`config.mk`:
```
export PLATFORM = sky130hd
export DESIGN_NAME = fwd_hazard_unit
export DESIGN_NICKNAME = d
export VERILOG_FILES = /design/src/rtl/fwd_hazard_unit.sv
export SDC_FILE = /design/constraint.sdc
export NUM_CORES = 1
export LEC_CHECK = 0
export ABC_CLOCK_PERIOD_IN_PS = 3890
export CAP_MARGIN = 20
export CORE_MARGIN = 1
export CORE_UTILIZATION = 48
export DETAILED_ROUTE_END_ITERATION = 8
export PLACE_DENSITY_LB_ADDON = 0.12
export SYNTH_ARGS = -nofsm -noshare
export SYNTH_HDL_FRONTEND = slang
export SYNTH_SLANG_ARGS = --single-unit
```
`constraint.sdc`:
```
create_clock -name clk -period 3.89 [get_ports clk]
set_clock_uncertainty 0.2 [all_clocks]
set_input_delay 0.389 -clock clk [delete_from_list [all_inputs] [get_ports clk]]
set_output_delay 0.389 -clock clk [all_outputs]
set_load 0.03 [all_outputs]
```
`src/rtl/fwd_hazard_unit.sv`:
```
// EX-stage operand forwarding and load-use interlock unit.
// Resolves NSRC operands from XM/MW bypasses, holds forwarded values across stalls, counts hazard stalls.
module fwd_hazard_unit #(
    parameter int DATA_W = 16,
    parameter int REG_W  = 3,
    parameter int NSRC   = 3,
    parameter int FWD_EN = 1,
    parameter int CNT_W  = 16
) (
    input  logic                     clk,
    input  logic                     rst,
    input  logic                     ex_valid,
    input  logic                     ext_stall,
    input  logic                     flush,
    input  logic [NSRC-1:0]          src_req,
    input  logic [NSRC*REG_W-1:0]    src_reg,
    input  logic [NSRC*DATA_W-1:0]   src_data,
    input  logic                     xm_valid,
    input  logic                     xm_wr_en,
    input  logic                     xm_mem_read,
    input  logic [REG_W-1:0]         xm_rd,
    input  logic [DATA_W-1:0]        xm_data,
    input  logic                     mw_valid,
    input  logic                     mw_wr_en,
    input  logic [REG_W-1:0]         mw_rd,
    input  logic [DATA_W-1:0]        mw_data,
    output logic [NSRC*DATA_W-1:0]   fwd_data,
    output logic [NSRC*2-1:0]        fwd_sel,
    output logic                     stall_ex,
    output logic [CNT_W-1:0]         stall_cnt
);

    localparam logic [1:0] SEL_RF  = 2'd0;
    localparam logic [1:0] SEL_XM  = 2'd1;
    localparam logic [1:0] SEL_MW  = 2'd2;
    localparam logic [1:0] SEL_CAP = 2'd3;
    localparam logic [CNT_W-1:0] CNT_ONE = {{(CNT_W-1){1'b0}}, 1'b1};

    logic [NSRC-1:0]             xm_hit;
    logic [NSRC-1:0]             mw_hit;
    logic [NSRC-1:0]             load_use;
    logic                        raw_stall;
    logic                        hold;
    logic                        advance;
    logic                        cap_clear;

    logic [NSRC-1:0]             cap_valid_q, cap_valid_d;
    logic [NSRC-1:0][DATA_W-1:0] cap_data_q, cap_data_d;
    logic [CNT_W-1:0]            stall_cnt_q, stall_cnt_d;

    always_comb begin
        xm_hit   = '0;
        mw_hit   = '0;
        load_use = '0;
        for (int i = 0; i < NSRC; i++) begin
            xm_hit[i] = src_req[i] & ex_valid & xm_valid & xm_wr_en
                        & (src_reg[i*REG_W +: REG_W] == xm_rd);
            mw_hit[i] = src_req[i] & ex_valid & mw_valid & mw_wr_en
                        & (src_reg[i*REG_W +: REG_W] == mw_rd);
            // A captured operand already holds the right value, so it no longer needs to wait on the load.
            load_use[i] = xm_hit[i] & xm_mem_read & ~cap_valid_q[i];
        end
    end

    always_comb begin
        if (FWD_EN != 0) begin
            raw_stall = |load_use;
        end else begin
            raw_stall = |(xm_hit | mw_hit);
        end
        stall_ex = raw_stall & ~flush;
    end

    always_comb begin
        fwd_data = src_data;
        fwd_sel  = '0;
        for (int i = 0; i < NSRC; i++) begin
            fwd_sel[i*2 +: 2] = SEL_RF;
            if (FWD_EN != 0) begin
                if (cap_valid_q[i]) begin
                    fwd_sel[i*2 +: 2]           = SEL_CAP;
                    fwd_data[i*DATA_W +: DATA_W] = cap_data_q[i];
                end else if (xm_hit[i] && !xm_mem_read) begin
                    fwd_sel[i*2 +: 2]           = SEL_XM;
                    fwd_data[i*DATA_W +: DATA_W] = xm_data;
                end else if (mw_hit[i]) begin
                    fwd_sel[i*2 +: 2]           = SEL_MW;
                    fwd_data[i*DATA_W +: DATA_W] = mw_data;
                end
            end
        end
    end

    assign hold      = ex_valid & (stall_ex | ext_stall) & ~flush;
    assign advance   = ex_valid & ~stall_ex & ~ext_stall;
    assign cap_clear = advance | flush | ~ex_valid;

    // First capture wins: later hits during a hold come from older producers.
    always_comb begin
        cap_valid_d = cap_valid_q;
        cap_data_d  = cap_data_q;
        if (cap_clear) begin
            cap_valid_d = '0;
        end else if (hold && (FWD_EN != 0)) begin
            for (int i = 0; i < NSRC; i++) begin
                if (!cap_valid_q[i] &&
                    ((fwd_sel[i*2 +: 2] == SEL_XM) || (fwd_sel[i*2 +: 2] == SEL_MW))) begin
                    cap_valid_d[i] = 1'b1;
                    cap_data_d[i]  = fwd_data[i*DATA_W +: DATA_W];
                end
            end
        end
    end

    always_comb begin
        stall_cnt_d = stall_cnt_q;
        if (stall_ex && (stall_cnt_q != {CNT_W{1'b1}})) begin
            stall_cnt_d = stall_cnt_q + CNT_ONE;
        end
    end

    always_ff @(posedge clk or negedge rst) begin
        if (!rst) begin
            cap_valid_q <= '0;
            cap_data_q  <= '0;
            stall_cnt_q <= '0;
        end else begin
            cap_valid_q <= cap_valid_d;
            cap_data_q  <= cap_data_d;
            stall_cnt_q <= stall_cnt_d;
        end
    end

    assign stall_cnt = stall_cnt_q;

endmodule

```
==> impl_metrics.toml <==
[finish]
nFillCells = 738
layout.cells.non_filler = 790
nets = 765
antenna_cells = 0
final_layout_size_suffix_gt1_share_pct = 18.9
area_growth_pct = 45.7
final-seq-area_mm2 = 0.00168
multi_input_area_mm2 = 0.00264

[floorplanning]
fp.coreArea_mm2 = 0.00924
ioPinCount = 179
rows = 35
start_util_pct = 49.5
die_y_um = 99.6
die-area_mm2 = 0.00991
fp.dieW_um = 99.6

[timing]
hold_viol = 0
fin_tns_setup_ns = 0
fmax_mhz = 268
timing.final.crit_share_pct = 95.9
drv_slew = 0
setup_violations = 0
maxSlewHeadroom_pct = 42.2
min_period_ns = 3.73
tightest_slew_ns = 0.867
rsz0062_at_grt = "no"

[synth]
synth.area.top_cells = "dfrtp_1, mux2i_1, mux2_2"
seq_area_frac_synth_pct = 36.7
avgSynthCellArea_um2 = 9.52
synth_top_area_share_pct = 36.7
ys_ff_latch = 67
ys_warn_count = 0
synth_ff_type = "dfrtp_1"
synth.largest_area_cell = "dfrtp_1"
synth_fp_nets = 589
yosysUniqueCellTypes = 48
synth_area_mm2 = 0.00457
ys_async_sr_fraction_pct = 100
synth-edff-count = 0
syn_inst = 480

[placement]
port_buffers = 178
gp_congestion = 0.997
dp_cells = 774
post-dp-hpwl_mm = 11.2

[critical_path]
critPathMaxFanout = 19
worstSetupPathType = "in -> out"
critPathArrivalTime_ns = 3.14
worstPathRequired_ns = 3.30
worstSetupEndpointType = "output pin"
cp-start-kind = "input port"

[detailed_routing]
ant_nets = 0
wl_mm = 14.4
drt-wirelength-per-cell_um = 18.2
remaining_drc_errors = 0
num_vias = 4466
drt_pass1_iterations = 5
routed_via_density = 5.65
drtIter0Drc = 239

[job]
max_cap_viol_count = 0

[pwr]
ir_drop_mv = 0.204
comb_power_share_pct = 23.4
p_leak_nw = 3.06
p_per_area_mw_per_mm2 = 273
swShare_pct = 28.4
finalPower_mw = 1.82
clock_power_share_pct = 36.0
cell_internal_pwr_mw = 1.30
p_sw_uw = 517
p_seq_share_pct = 40.6

[clock_network]
cts.path.max_buffers = 2
cts_buffers = 9
htree_levels = 3
clockRootBuffer = "clkbuf_8"
clock_latency_ns = 0.35
cts.sinks = 67
clk_pin_slew_worst_paths_ns = 0.08
cts_resized = 0
cts_tree = "yes"
cts_setup_buffers = 0
postCtsHoldBufs = 0

[grt]
grt.total_usage_pct = 29.8
overflow = 0
grt_pass1_wl_mm = 22.7
antenna_found_initial = 0
grt_start_max_net_pins = 68
grt_pass1_vias = 4470

[hold_path]
min_path_type = "in -> async"

[outcome]
status = "finished clean"
## worst max-delay path, cell delays in order
cell	delay (ns)
clkdlybuf4s50_1	0.55
xnor2_1	0.16
nand4_2	0.20
or3_1	0.65
nor2_1	0.21
a21oi_1	0.08
mux2_2	0.30
clkdlybuf4s50_1	0.59
## layout by cell type, fill, tap and decap left out, drive strengths merged, types with 2 or more instances in the layout
cell type,instances
or2,2
a22o,7
nand2b,7
nor3,12
bufinv,2
a221o,5
nor2b,4
inv,29
a221oi,10
nor2,31
clkinvlp,3
xor2,18
nor4,7
dfrtp,67
or3,2
nand2,44
o211ai,2
xnor2,14
nand3,15
a31o,2
mux2,43
clkdlybuf4s50,147
clkbuf,9
o21ai,24
and3,2
o21a,2
a21o,4
a22oi,19
mux2i,39
nand4,8
a31oi,3
buf,49
a21oi,17
## metrics by stage
step	hold WS, ns	setup WS, ns	util, %	area (um2)
after floorplan	-0.107	0.938	-	4570
after global placement	0.276	0.0760	69.5	6430
after detailed placement	0.290	0.0286	69.5	6430
after CTS	0.0576	0.0182	72.0	6650
after global routing	0.103	0.0494	72.1	6660
final	0.0214	0.161	72.1	6660
## final cells by class
type / instances / share of cell area [%]
clock buffer: 9 / 1.86
clock inverter: 7 / 1.50
inverter: 28 / 1.58
multi-input combinational: 354 / 39.7
sequential: 67 / 25.2
tap: 129 / 2.42
timing repair buffer: 196 / 27.8
## metal layers
layer	share of wire [%]	GRT usage, %	vias to the layer above
li1	-	-	2078
met1	43	38.2	2172
met2	49	49.7	181
met3	4.2	4.08	35
met4	3.6	14.0	0
met5	0	0	-
## kinds of logic after synthesis
logic type / count (synthesis) / synth area share [%]
buf+inv: 59 / 5.80
compound gates: 102 / 16.0
simple gates: 137 / 15.2
flops: 67 / 36.7
mux: 82 / 20.0
xor+xnor: 32 / 6.13
fa+ha+maj: 1 / 0.274
## worst paths after layout
| path | start | to | slack [ns] | cells after the start |
|---|---|---|---|---|
| worst min-delay path | rst | stall_cnt[15] | 0.02 | 2 |
| worst min register to register | cap_data_q[1] | cap_data_q[1] | 0.30 | 1 |
| max in group asynchronous | rst | cap_data_q[25] | 2.89 | 2 |
| min in group clk | cap_data_q[1] | cap_data_q[1] | 0.30 | 1 |
| worst max register to register | cap_valid_q[1] | cap_data_q[17] | 1.13 | 7 |
| worst max-delay path | xm_rd[2] | fwd_data[25] | 0.16 | 8 |
## power groups by stage
stage	Clock, mW	Sequential, mW	Combinational [mW]
final	0.654	0.739	0.426
after global routing	0.691	0.743	0.451
after CTS	0.659	0.739	0.426
after detailed placement	0	0.753	0.424
after global placement	0	0.751	0.416
after floorplan	0	0.758	0.180
## flip-flops by register name (all words and copies together) (netlist names)
| signal | cells |
|---|---|
| cap_valid_q | 3 |
| stall_cnt | 16 |
| cap_data_q | 48 |
## synth_stat cells, types with 15 or more instances
cell type / number
a21oi_1: 17
a22oi_1: 19
clkbuf_1: 18
dfrtp_1: 67
inv_1: 28
mux2_2: 33
mux2i_1: 39
nand2_1: 44
nand3_1: 15
nor2_1: 30
o21ai_0: 23
xor2_1: 18
Note: power is estimated with default switching activity, not from simulation.
